$ cat src/rtl/mdu_ctrl.sv
// Iterative MIPS multiply/divide unit owning HI/LO: shift-add multiplier, restoring divider, one bit per cycle.
// Optional build macro MDU_ZERO_SKIP_EN: trivial operands (zero multiply operand, zero divisor) bypass CALC.
module mdu_ctrl #(
  parameter int WIDTH = 32
) (
  input  logic             clk,
  input  logic             reset,
  input  logic             start,
  input  logic [1:0]       op,
  input  logic [WIDTH-1:0] rs_data,
  input  logic [WIDTH-1:0] rt_data,
  input  logic             mt_hi,
  input  logic             mt_lo,
  input  logic             mf_req,
  input  logic             flush,
  output logic             busy,
  output logic             stall_req,
  output logic             done,
  output logic [WIDTH-1:0] hi,
  output logic [WIDTH-1:0] lo
);

  localparam int CW = $clog2(WIDTH);

  typedef enum logic [1:0] {
    S_IDLE = 2'd0,
    S_PREP = 2'd1,
    S_CALC = 2'd2,
    S_FIX  = 2'd3
  } state_t;

  state_t             state_r, state_s;
  logic [1:0]         op_r;
  logic [WIDTH-1:0]   a_r, b_r, acc_r, q_r, hi_r, lo_r;
  logic [CW-1:0]      cnt_r;
  logic               neg_q_r, neg_r_r, zero_mul_r, div_zero_r, done_r;
  logic               is_div_s, is_signed_s;
  logic [WIDTH:0]     mul_sum_s, div_shift_s, div_diff_s;
  logic [2*WIDTH-1:0] prod_s;
  logic [WIDTH-1:0]   quot_s, rem_s, res_hi_s, res_lo_s;

  function automatic logic [WIDTH-1:0] abs_val(input logic [WIDTH-1:0] v, input logic sgn);
    if (sgn && v[WIDTH-1]) begin
      abs_val = {WIDTH{1'b0}} - v;
    end else begin
      abs_val = v;
    end
  endfunction

  assign is_div_s    = op_r[1];
  assign is_signed_s = ~op_r[0];

  // State register
  always_ff @(posedge clk or posedge reset) begin
    if (reset) begin
      state_r <= S_IDLE;
    end else begin
      state_r <= state_s;
    end
  end

  // Next-state logic; flush wins everywhere, including over start in IDLE
  always_comb begin
    state_s = state_r;
    case (state_r)
      S_IDLE: begin
        if (!flush && start) state_s = S_PREP;
        else                 state_s = S_IDLE;
      end
      S_PREP: begin
        if (flush) begin
          state_s = S_IDLE;
        end else begin
`ifdef MDU_ZERO_SKIP_EN
          if ((b_r == {WIDTH{1'b0}}) || (!is_div_s && (a_r == {WIDTH{1'b0}}))) state_s = S_FIX;
          else                                                                  state_s = S_CALC;
`else
          state_s = S_CALC;
`endif
        end
      end
      S_CALC: begin
        if (flush)                          state_s = S_IDLE;
        else if (cnt_r == CW'(WIDTH - 1))   state_s = S_FIX;
        else                                state_s = S_CALC;
      end
      S_FIX:   state_s = S_IDLE;
      default: state_s = S_IDLE;
    endcase
  end

  // Handshake outputs decoded from the state register
  always_comb begin
    busy      = (state_r != S_IDLE);
    stall_req = (state_r != S_IDLE) & (start | mf_req | mt_hi | mt_lo);
  end

  // Per-iteration datapath and final sign correction
  always_comb begin
    mul_sum_s   = {1'b0, acc_r} + (q_r[0] ? {1'b0, b_r} : {(WIDTH+1){1'b0}});
    div_shift_s = {acc_r, q_r[WIDTH-1]};
    div_diff_s  = div_shift_s - {1'b0, b_r};
    prod_s      = neg_q_r ? ({(2*WIDTH){1'b0}} - {acc_r, q_r}) : {acc_r, q_r};
    quot_s      = neg_q_r ? ({WIDTH{1'b0}} - q_r) : q_r;
    rem_s       = neg_r_r ? ({WIDTH{1'b0}} - acc_r) : acc_r;
    if (is_div_s) begin
      if (div_zero_r) begin
        res_hi_s = a_r;
        res_lo_s = {WIDTH{1'b1}};
      end else begin
        res_hi_s = rem_s;
        res_lo_s = quot_s;
      end
    end else begin
      if (zero_mul_r) begin
        res_hi_s = {WIDTH{1'b0}};
        res_lo_s = {WIDTH{1'b0}};
      end else begin
        res_hi_s = prod_s[2*WIDTH-1:WIDTH];
        res_lo_s = prod_s[WIDTH-1:0];
      end
    end
  end

  // Operand capture, iteration registers and HI/LO
  always_ff @(posedge clk or posedge reset) begin
    if (reset) begin
      op_r       <= 2'd0;
      a_r        <= {WIDTH{1'b0}};
      b_r        <= {WIDTH{1'b0}};
      acc_r      <= {WIDTH{1'b0}};
      q_r        <= {WIDTH{1'b0}};
      cnt_r      <= {CW{1'b0}};
      neg_q_r    <= 1'b0;
      neg_r_r    <= 1'b0;
      zero_mul_r <= 1'b0;
      div_zero_r <= 1'b0;
      hi_r       <= {WIDTH{1'b0}};
      lo_r       <= {WIDTH{1'b0}};
      done_r     <= 1'b0;
    end else begin
      done_r <= 1'b0;
      case (state_r)
        S_IDLE: begin
          if (!flush && start) begin
            op_r <= op;
            a_r  <= rs_data;
            b_r  <= rt_data;
          end
          if (mt_hi) hi_r <= rt_data;
          if (mt_lo) lo_r <= rt_data;
        end
        S_PREP: begin
          acc_r      <= {WIDTH{1'b0}};
          cnt_r      <= {CW{1'b0}};
          q_r        <= abs_val(a_r, is_signed_s);
          b_r        <= abs_val(b_r, is_signed_s);
          neg_q_r    <= is_signed_s & (a_r[WIDTH-1] ^ b_r[WIDTH-1]);
          neg_r_r    <= is_signed_s & a_r[WIDTH-1];
          zero_mul_r <= (a_r == {WIDTH{1'b0}}) || (b_r == {WIDTH{1'b0}});
          div_zero_r <= (b_r == {WIDTH{1'b0}});
        end
        S_CALC: begin
          cnt_r <= cnt_r + CW'(1);
          if (is_div_s) begin
            if (!div_diff_s[WIDTH]) begin
              acc_r <= div_diff_s[WIDTH-1:0];
              q_r   <= {q_r[WIDTH-2:0], 1'b1};
            end else begin
              acc_r <= div_shift_s[WIDTH-1:0];
              q_r   <= {q_r[WIDTH-2:0], 1'b0};
            end
          end else begin
            acc_r <= mul_sum_s[WIDTH:1];
            q_r   <= {mul_sum_s[0], q_r[WIDTH-1:1]};
          end
        end
        S_FIX: begin
          if (!flush) begin
            hi_r   <= res_hi_s;
            lo_r   <= res_lo_s;
            done_r <= 1'b1;
          end
        end
        default: begin
          done_r <= 1'b0;
        end
      endcase
    end
  end

  assign done = done_r;
  assign hi   = hi_r;
  assign lo   = lo_r;

endmodule
$ cat config.mk
export PLATFORM = sky130hd
export DESIGN_NAME = mdu_ctrl
export DESIGN_NICKNAME = d
export VERILOG_FILES = /design/src/rtl/mdu_ctrl.sv
export SDC_FILE = /design/constraint.sdc
export NUM_CORES = 1
export LEC_CHECK = 0
export ABC_AREA = 1
export CAP_MARGIN = 25
export CORE_ASPECT_RATIO = 0.5
export CORE_UTILIZATION = 61
export CTS_CLUSTER_SIZE = 8
export DETAILED_ROUTE_END_ITERATION = 10
export PLACE_DENSITY_LB_ADDON = 0.05
export SLEW_MARGIN = 40
export SYNTH_ARGS = -nofsm -noshare
export SYNTH_HDL_FRONTEND = slang
export SYNTH_SLANG_ARGS = --single-unit
$ cat constraint.sdc
create_clock -name clk -period 9.1 [get_ports clk]
set_input_delay 1.82 -clock clk [delete_from_list [all_inputs] [get_ports clk]]
set_output_delay 1.82 -clock clk [all_outputs]
set_load 0.02 [all_outputs]
==> After elaboration in Yosys (flattened, before gate mapping) <==
Index checks and enable logic that the tools add are counted.
{ "op_classes": {"n_addsub": 8, "n_eq_ne": 9, "muxes": 34, "bitwise": 8, "n_reduce_logical": 16} }
{ "ops": {"columns": ["operator", "count"], "rows": [
  ["$mux W32", 19],
  ["$pmux W32 S2", 5],
  ["$sub A1 B32 Y32 const A", 4],
  ["$logic_not A32 Y1", 2],
  ["$mux W64", 1],
  ["$sub A1 B64 Y64 const A", 1],
  ["$add A32 B32 Y33", 1],
  ["$sub A33 B32 Y33", 1],
  ["$ne A2 B2 Y1 const B", 5],
  ["$pmux W5 S2", 1],
  ["$reduce_and A3 Y1", 3],
  ["$pmux W2 S4", 1],
  ["$reduce_bool A2 Y1", 4],
  ["$add A5 B1 Y5 const B", 1],
  ["$eq A5 B5 Y1 const B", 1],
  ["$mux W1", 5],
  ["$eq A2 B2 Y1 const B", 2],
  ["$mux W2", 2],
  ["$and A1 B1 Y1", 3],
  ["$logic_and A1 B1 Y1", 3],
  ["$or A1 B1 Y1", 3],
  ["$eq A2 B1 Y1 const B", 1],
  ["$logic_not A2 Y1", 1],
  ["$reduce_and A2 Y1", 1],
  ["other kinds (4)", 4]
]} }
{ "word_totals": {"register_bits": 206, "input_bits": 73} }

==> Logic depth before layout (Yosys ltp) <==
Gate-level depths: netlist of run 1.
{ "logic_depth": {"ltp_word": 6, "mapped_depth": 19, "ltp_nobuf": 18} }

==> Worst setup path before layout of run 1 <==
Ideal clock, no wire load.
{ "synth_path": {"path_kind": "input to output", "startpoint": "input mt_lo", "endpoint": "output stall_req", "arrival_time_ps": 2211, "slack_ps": 5069, "stages": 2, "path_buffers": 0, "cell_sequence": "inv_1 -> a21oi_1"} }
{ "synth_between": {"elab_chain_len": 2} }
{ "synth_rtl": {"columns": ["item", "line", "text"], "rows": [
  ["start: declaration", "13", "input logic mt_lo,"],
  ["$or A1 B1 Y1", "95", "stall_req = (state_r != S_IDLE) & (start | mf_req | mt_hi | mt_lo);"],
  ["$and A1 B1 Y1", "95", null],
  ["end: declaration", "17", "output logic stall_req,"]
]} }
Every way passes these cells.

==> Final worst setup path of run 1 <==
{ "layout_path": {"startpoint": "input start", "endpoint": "output stall_req"} }
{ "layout_between": {"elab_chain_len": 4} }
{ "layout_rtl": {"columns": ["item", "line", "text"], "rows": [
  ["start: declaration", "8", "input logic start,"],
  ["$or A1 B1 Y1 (3 in a row)", "95", null],
  ["$and A1 B1 Y1", "95", null]
]} }
Every way passes these cells.

==> reports/metrics.csv, run 1 <==
metric;value;unit
result of the run;finished, final reports clean;
overall die area;32760;µm²
highest fanout seen on the critical path;3;
DRC violation count after routing;0;
top library cells by usage in the layout, fill and taps aside;nand2_1, nor2_1, inv_1, nand3_1, a21oi_1;
share of total power in the clock network;25.6;%
synth-to-layout area growth;12.22;%
worst hold stages;1;
area of combinational cells with multiple inputs;12220;µm²
total via count after detailed routing;23240;
sequential group share of total power;33.4;%
Lkg Pwr;11.25;nW
Final WS setup;4.048;ns
prevailing post-synth register cell;dfrtp_1;
flop and latch count out of synthesis;206;
number of flops mapped to enable cells by yosys;0;
smallest hold slack;0.5117;ns
Setup Buffers After CTS;0;
largest net degree at the start of global routing;128;
largest clock skew in the final design;0.02105;ns
core footprint;30910;µm²
critical path data required time;7.28;ns
startpoint of the most critical hold path;cnt_r[0]$_DFFE_PP0P_;
overflow left after global routing;0;
CTS max path bufs;3;
register area share after synthesis;26.41;%
unrepaired setup endpoints after global routing;no;
sum of net half-perimeters after detailed placement;59020;µm
Place WS;3.751;ns
hold buffer count at cts;0;
number of buffers inserted during clock tree synthesis;29;
count of synthesis-stage warnings from yosys;0;
synthesized netlist cell count;3300;
reported max-cap violation count;0;
count of pins over their slew limit;0;
VDD IR-drop max;0.1653;mV
clock sink count;206;
Layout Utilization;70.87;%
number of H-tree levels;1;
initial antenna violation count;1;
average wire length per cell after detail routing;20.24;µm
Placer Congestion;1.091;
slew at the pin with the worst max-slew slack;0.8443;ns
Max Fclk;197.9;MHz
first-pass GRT wire length;117100;µm
clock period minus worst slack;5.052;ns
number of cells traversed by the worst register-to-register path;10;
post-synthesis async set-or-reset flop share;100.0;%
Chip Width;255.0;µm
Clock Root Buffer;clkbuf_16;
GR Util All Layers;46.79;%
number of gates resized after CTS;0;
filler cell count in the final layout;2798;
row count;45;
number of DRC markers in iteration 0;3218;
post-synthesis cell type count;50;
ratio of cells with drive above 1 in the final layout;3.643;%
residual antenna-violating net count after detailed routing;0;
endpoints failing hold;0;
setup slack on the worst flop-to-flop path;4.88;ns
P_sw;1.758;mW
initial core utilization;63.15;%
storage element area;5161;µm²
internal power;2.146;mW
total I/O pin count;140;
Sw Share;45.04;%
Post-Syn Area;19520;µm²
net count after synthesis;3449;
First-pass DRT Iterations;6;
kind of critical path;primary input to primary output;
drt total wl;76950;µm
Post-Route Setup TNS;0;ns
clock latency reported for the late side of the worst-skew pair;0.60;ns
TritonCTS clock tree;done;
origin of the critical flop-to-flop path;state_r[1]$_DFF_PP0_;
Hold Crit Class;flop to flop;
Synth Area per Inst;5.915;µm²
Worst EP arrival;3.23;ns
final setup violating endpoints;0;
Slew headroom;43.58;%
most common library cell in the layout ignoring fill and taps;nand2_1;
CP startpoint kind;primary input;
via count of the first global-routing pass;21220;
fraction of power consumed by combinational cells;41.0;%
number of port buffers;139;
CTS clock-pin slew for the worst setup and hold paths;0.05;ns
cell area power density;178.2;nW/µm²
destination of the worst hold path;cnt_r[0]$_DFFE_PP0P_;
post-detailed-route via-to-cell ratio;6.114;
part of the cycle the worst path needs;55.52;%
FF-to-FF End;b_r[7]$_DFFE_PP0P_;
number of nets in the layout;3522;
nature of the critical path endpoint;primary output;
Die Span Y;128.5;µm
-- metal layers --
metal	track usage [%]	vias up	routed length (µm)	part of all wire, %
met3	15.13	313	10990	14
li1	-	10800	-	-
met5	0	-	12	0.016
met2	70.04	1557	32010	42
met4	24.87	2	4496	5.8
met1	60.45	10570	29430	38
-- metrics by stage --
step / instances / power, mW / area [µm²]
global route: 3799 / 4.088 / 21900
detailed placement: 3765 / 2.841 / 21130
global placement: 3765 / 2.807 / 21120
CTS: 3799 / 3.826 / 21890
floorplan: 3300 / 2.281 / 19520
finish: 3801 / 3.904 / 21910
-- synth_stat cells, drive strengths merged (22+ instances only) --
cell type    n  area, µm²
o21ai      195      983.5
a21oi      268       1353
dfrtp      206       5155
a22oi       22      165.2
inv        441       1655
clkbuf      82      307.8
xor2        38      332.8
nand4       43      269.0
nand2      965       3704
nand3      300       1529
ha          74      925.9
a31oi       22      137.6
nor2       472       1829
nor3        37      205.2
buf         35      187.7
-- layout make-up --
cell class / count / share of cell area [%]
diodes: 2 / 0.02285
clock inverters: 1 / 0.09139
well taps: 423 / 2.416
inverters: 444 / 7.676
flip-flops and latches: 206 / 23.56
clock buffers: 33 / 3.381
repair buffers: 159 / 7.054
multi-input cells: 2533 / 55.80
-- power by group through the flow --
stage	Combinational, mW	Clock (mW)	Sequential, mW
finish	1.60	1.00	1.30
global placement	1.51	0	1.30
global route	1.74	1.03	1.31
detailed placement	1.54	0	1.30
floorplan	1.03	0	1.25
CTS	1.55	0.987	1.29
-- registers in the layout, summed over array words and instances, names as in the netlist --
name / count
hi: 32
div_zero_r: 1
op_r: 2
state_r: 2
q_r: 32
zero_mul_r: 1
cnt_r: 5
acc_r: 32
neg_q_r: 1
done: 1
neg_r_r: 1
a_r: 32
lo: 32
b_r: 32
-- worst max-delay path by stage --
stage               startpoint  cells after the start  slack, ns                   to
finish                   start                      4       4.05            stall_req
floorplan                reset                      1       1.66   a_r[0]$_DFFE_PP0P_
global route             flush                     10       3.92  b_r[27]$_DFFE_PP0P_
detailed placement       flush                     10       3.75   b_r[7]$_DFFE_PP0P_
global placement         flush                     10       3.83  b_r[22]$_DFFE_PP0P_
CTS                      start                      4       4.07            stall_req
-- critical path: stages --
cell and delay, ns:
clkdlybuf4s50_1 0.58, nor3_1 0.09, a21oi_1 0.13, clkdlybuf4s50_1 0.62
-- logic make-up after synthesis --
group,count (synthesis),synth area share (%)
XOR/XNOR,48,2.154
AND/OR/NAND/NOR,1850,39.78
adder cells (fa/ha/maj),76,4.948
AO/OA/AOI/OAI,559,15.63
buffers and inverters,561,11.08
flip-flops,206,26.41
Note: power is estimated with default switching activity, not from simulation.
==> inputs of run 2 (changes only) <==
==> constraint.sdc (replaced) <==
create_clock -name clk -period 4.9 [get_ports clk]
set_input_delay 0.98 -clock clk [delete_from_list [all_inputs] [get_ports clk]]
set_output_delay 0.98 -clock clk [all_outputs]
set_load 0.02 [all_outputs]
==> reports/metrics.csv, run 2 (synthesis gave the netlist of run 1 again) <==
metric;value;unit;change
post-detailed-route via-to-cell ratio;6.186;;was 6.114
Final WS setup;1.409;ns;was 4.048 ns
Setup Buffers After CTS;0;;unchanged
CTS max path bufs;3;;unchanged
Max Fclk;286.5;MHz;
sequential group share of total power;32.7;%;was 33.4%
kind of critical path;flop to flop;;was primary input to primary output
part of the cycle the worst path needs;71.24;%;
first-pass GRT wire length;118200;µm;was 117100 µm
initial core utilization;63.15;%;unchanged
smallest hold slack;0.4987;ns;was 0.5117 ns
count of pins over their slew limit;0;;unchanged
Lkg Pwr;11.32;nW;was 11.25 nW
Hold Crit Class;flop to flop;;unchanged
total via count after detailed routing;23570;;was 23240
result of the run;finished, final reports clean;;unchanged
Sw Share;45.39;%;was 45.04%
First-pass DRT Iterations;9;;was 6
overflow left after global routing;0;;unchanged
Die Span Y;128.5;µm;unchanged
number of buffers and inverters on the critical path;3;;was 2
startpoint of the most critical hold path;lo[1]$_DFFE_PP0P_;;was cnt_r[0]$_DFFE_PP0P_
Place WS;1.199;ns;was 3.751 ns
Critical Path, Cell by Cell;inv_1, o22ai_1, nand2_1, inv_1, nand2_1, inv_1, a22oi_1, o21ai_0;;was clkdlybuf4s50_1, nor3_1, a21oi_1, clkdlybuf4s50_1
Slew headroom;44.27;%;was 43.58%
nature of the critical path endpoint;flop;;was primary output
CP most frequent cell;inv_1;;was clkdlybuf4s50_1
average wire length per cell after detail routing;20.69;µm;was 20.24 µm
number of gates resized after CTS;0;;unchanged
detailed-routed wire length on met3;11270;µm;was 10990 µm
Placer Congestion;1.082;;was 1.091
via count of the first global-routing pass;21030;;was 21220
number of port buffers;139;;unchanged
slew at the pin with the worst max-slew slack;0.8350;ns;was 0.8443 ns
filler cell count in the final layout;2751;;was 2798
Cell Count Post-Placement;3777;;was 3765
overall die area;32760;µm²;unchanged
core footprint;30910;µm²;unchanged
top library cells by usage in the layout, fill and taps aside;nand2_1, nor2_1, inv_1, nand3_1, a21oi_1;;unchanged
number of DRC markers in iteration 0;3505;;was 3218
fraction of power consumed by combinational cells;41.6;%;was 41.0%
length of routed met2 wiring;32630;µm;was 32010 µm
ratio of cells with drive above 1 in the final layout;3.987;%;was 3.643%
count of placed standard cells in the final layout, fillers left out;3811;;was 3801
Finished Cell Area;22030;µm²;was 21910 µm²
VDD IR-drop max;0.3472;mV;was 0.1653 mV
number of H-tree levels;1;;unchanged
destination of the worst hold path;lo[1]$_DFFE_PP0P_;;was cnt_r[0]$_DFFE_PP0P_
Chip Width;255.0;µm;unchanged
drt total wl;78840;µm;was 76950 µm
P_sw;3.328;mW;was 1.758 mW
internal power;4.004;mW;was 2.146 mW
clock period minus worst slack;3.491;ns;
hold buffer count at cts;0;;unchanged
unrepaired setup endpoints after global routing;no;;unchanged
sum of net half-perimeters after detailed placement;60390;µm;was 59020 µm
Cell Area, Placed;21250;µm²;was 21130 µm²
final setup violating endpoints;0;;unchanged
CTS clock-pin slew for the worst setup and hold paths;0.07;ns;was 0.05 ns
origin of the critical flop-to-flop path;b_r[31]$_DFFE_PP0P_;;was state_r[1]$_DFF_PP0_
number of nets in the layout;3534;;was 3522
share of total power in the clock network;25.7;%;was 25.6%
setup slack on the worst flop-to-flop path;1.41;ns;was 4.88 ns
Worst EP arrival;3.98;ns;was 3.23 ns
cell area power density;332.8;nW/µm²;was 178.2 nW/µm²
Clock Root Buffer;clkbuf_16;;unchanged
most common library cell in the layout ignoring fill and taps;nand2_1;;unchanged
reported max-cap violation count;0;;unchanged
synth-to-layout area growth;12.86;%;was 12.22%
clock sink count;206;;unchanged
DRC violation count after routing;0;;unchanged
top layer in use;met5;;unchanged
Tot Pwr;7.332;mW;was 3.904 mW
cell with the biggest individual delay on the critical path;dfrtp_1;;was clkdlybuf4s50_1
worst hold stages;2;;was 1
met1 routed wirelength after detailed routing;29960;µm;was 29430 µm
start point of the critical path;b_r[31]$_DFFE_PP0P_;;was start
critical path data required time;5.39;ns;was 7.28 ns
endpoints failing hold;0;;unchanged
total I/O pin count;140;;unchanged
GR Util All Layers;47.47;%;was 46.79%
CP startpoint kind;flop;;was primary input
largest net degree at the start of global routing;65;;was 128
row count;45;;unchanged
FF-to-FF End;b_r[27]$_DFFE_PP0P_;;was b_r[7]$_DFFE_PP0P_
Post-Route Setup TNS;0;ns;unchanged
TritonCTS clock tree;done;;unchanged
highest fanout seen on the critical path;21;;was 3
Layout Utilization;71.27;%;was 70.87%
number of cells traversed by the worst register-to-register path;8;;was 10
largest clock skew in the final design;0.02194;ns;was 0.02105 ns
initial antenna violation count;6;;was 1
clock latency reported for the late side of the worst-skew pair;0.60;ns;about the same
Top Family by Delay on Critical Path;buffers and inverters;;unchanged
Critical Path Max Stage Delay;0.76;ns;was 0.62 ns
residual antenna-violating net count after detailed routing;0;;unchanged
number of buffers inserted during clock tree synthesis;29;;unchanged
[run 2: per-layer routing]
layer / vias to the layer above / track usage (%)
met1: 10750 / 60.92
li1: 10800 / -
met4: 4 / 25.47
met3: 356 / 16.12
met5: - / 0
met2: 1661 / 70.81
[run 2: cell type report]
cell class	instances	area (µm²)	area share (%)
flip-flops and latches	206	5157	23.41
inverters	444	1672	7.587
well taps	423	529.3	2.402
multi-input cells	2533	12220	55.48
clock inverters	1	20.02	0.09087
diodes	2	5.005	0.02272
clock buffers	31	743.2	3.373
repair buffers	171	1682	7.633
[run 2: worst max path at each step]
stage | end | slack, ns | cells after the start
3_5_place_dp | b_r[27]$_DFFE_PP0P_ | 1.20 | 10
3_3_place_gp | b_r[20]$_DFFE_PP0P_ | 1.37 | 10
4_1_cts | stall_req | 1.50 | 4
6_report | b_r[27]$_DFFE_PP0P_ | 1.41 | 8
2_1_floorplan | a_r[0]$_DFFE_PP0P_ | 1.25 | 1
5_1_grt | b_r[27]$_DFFE_PP0P_ | 1.34 | 8
[run 2: worst register-to-register path, delay by kind of cell (launching register included)]
family | cells | cell delay, ns
buf+inv | 3 | 1.52
flops | 1 | 0.76
simple gates | 2 | 0.62
compound gates | 3 | 0.49
[run 2: power by group through the flow]
| stage | Clock [mW] | Combinational, mW | Sequential [mW] |
|---|---|---|---|
| final | 1.88 | 3.05 | 2.40 |
| after global routing | 1.92 | 3.29 | 2.41 |
| after CTS | 1.85 | 2.94 | 2.37 |
| after detailed placement | 0 | 2.91 | 2.39 |
| after global placement | 0 | 2.85 | 2.39 |
| after floorplan | 0 | 1.92 | 2.32 |
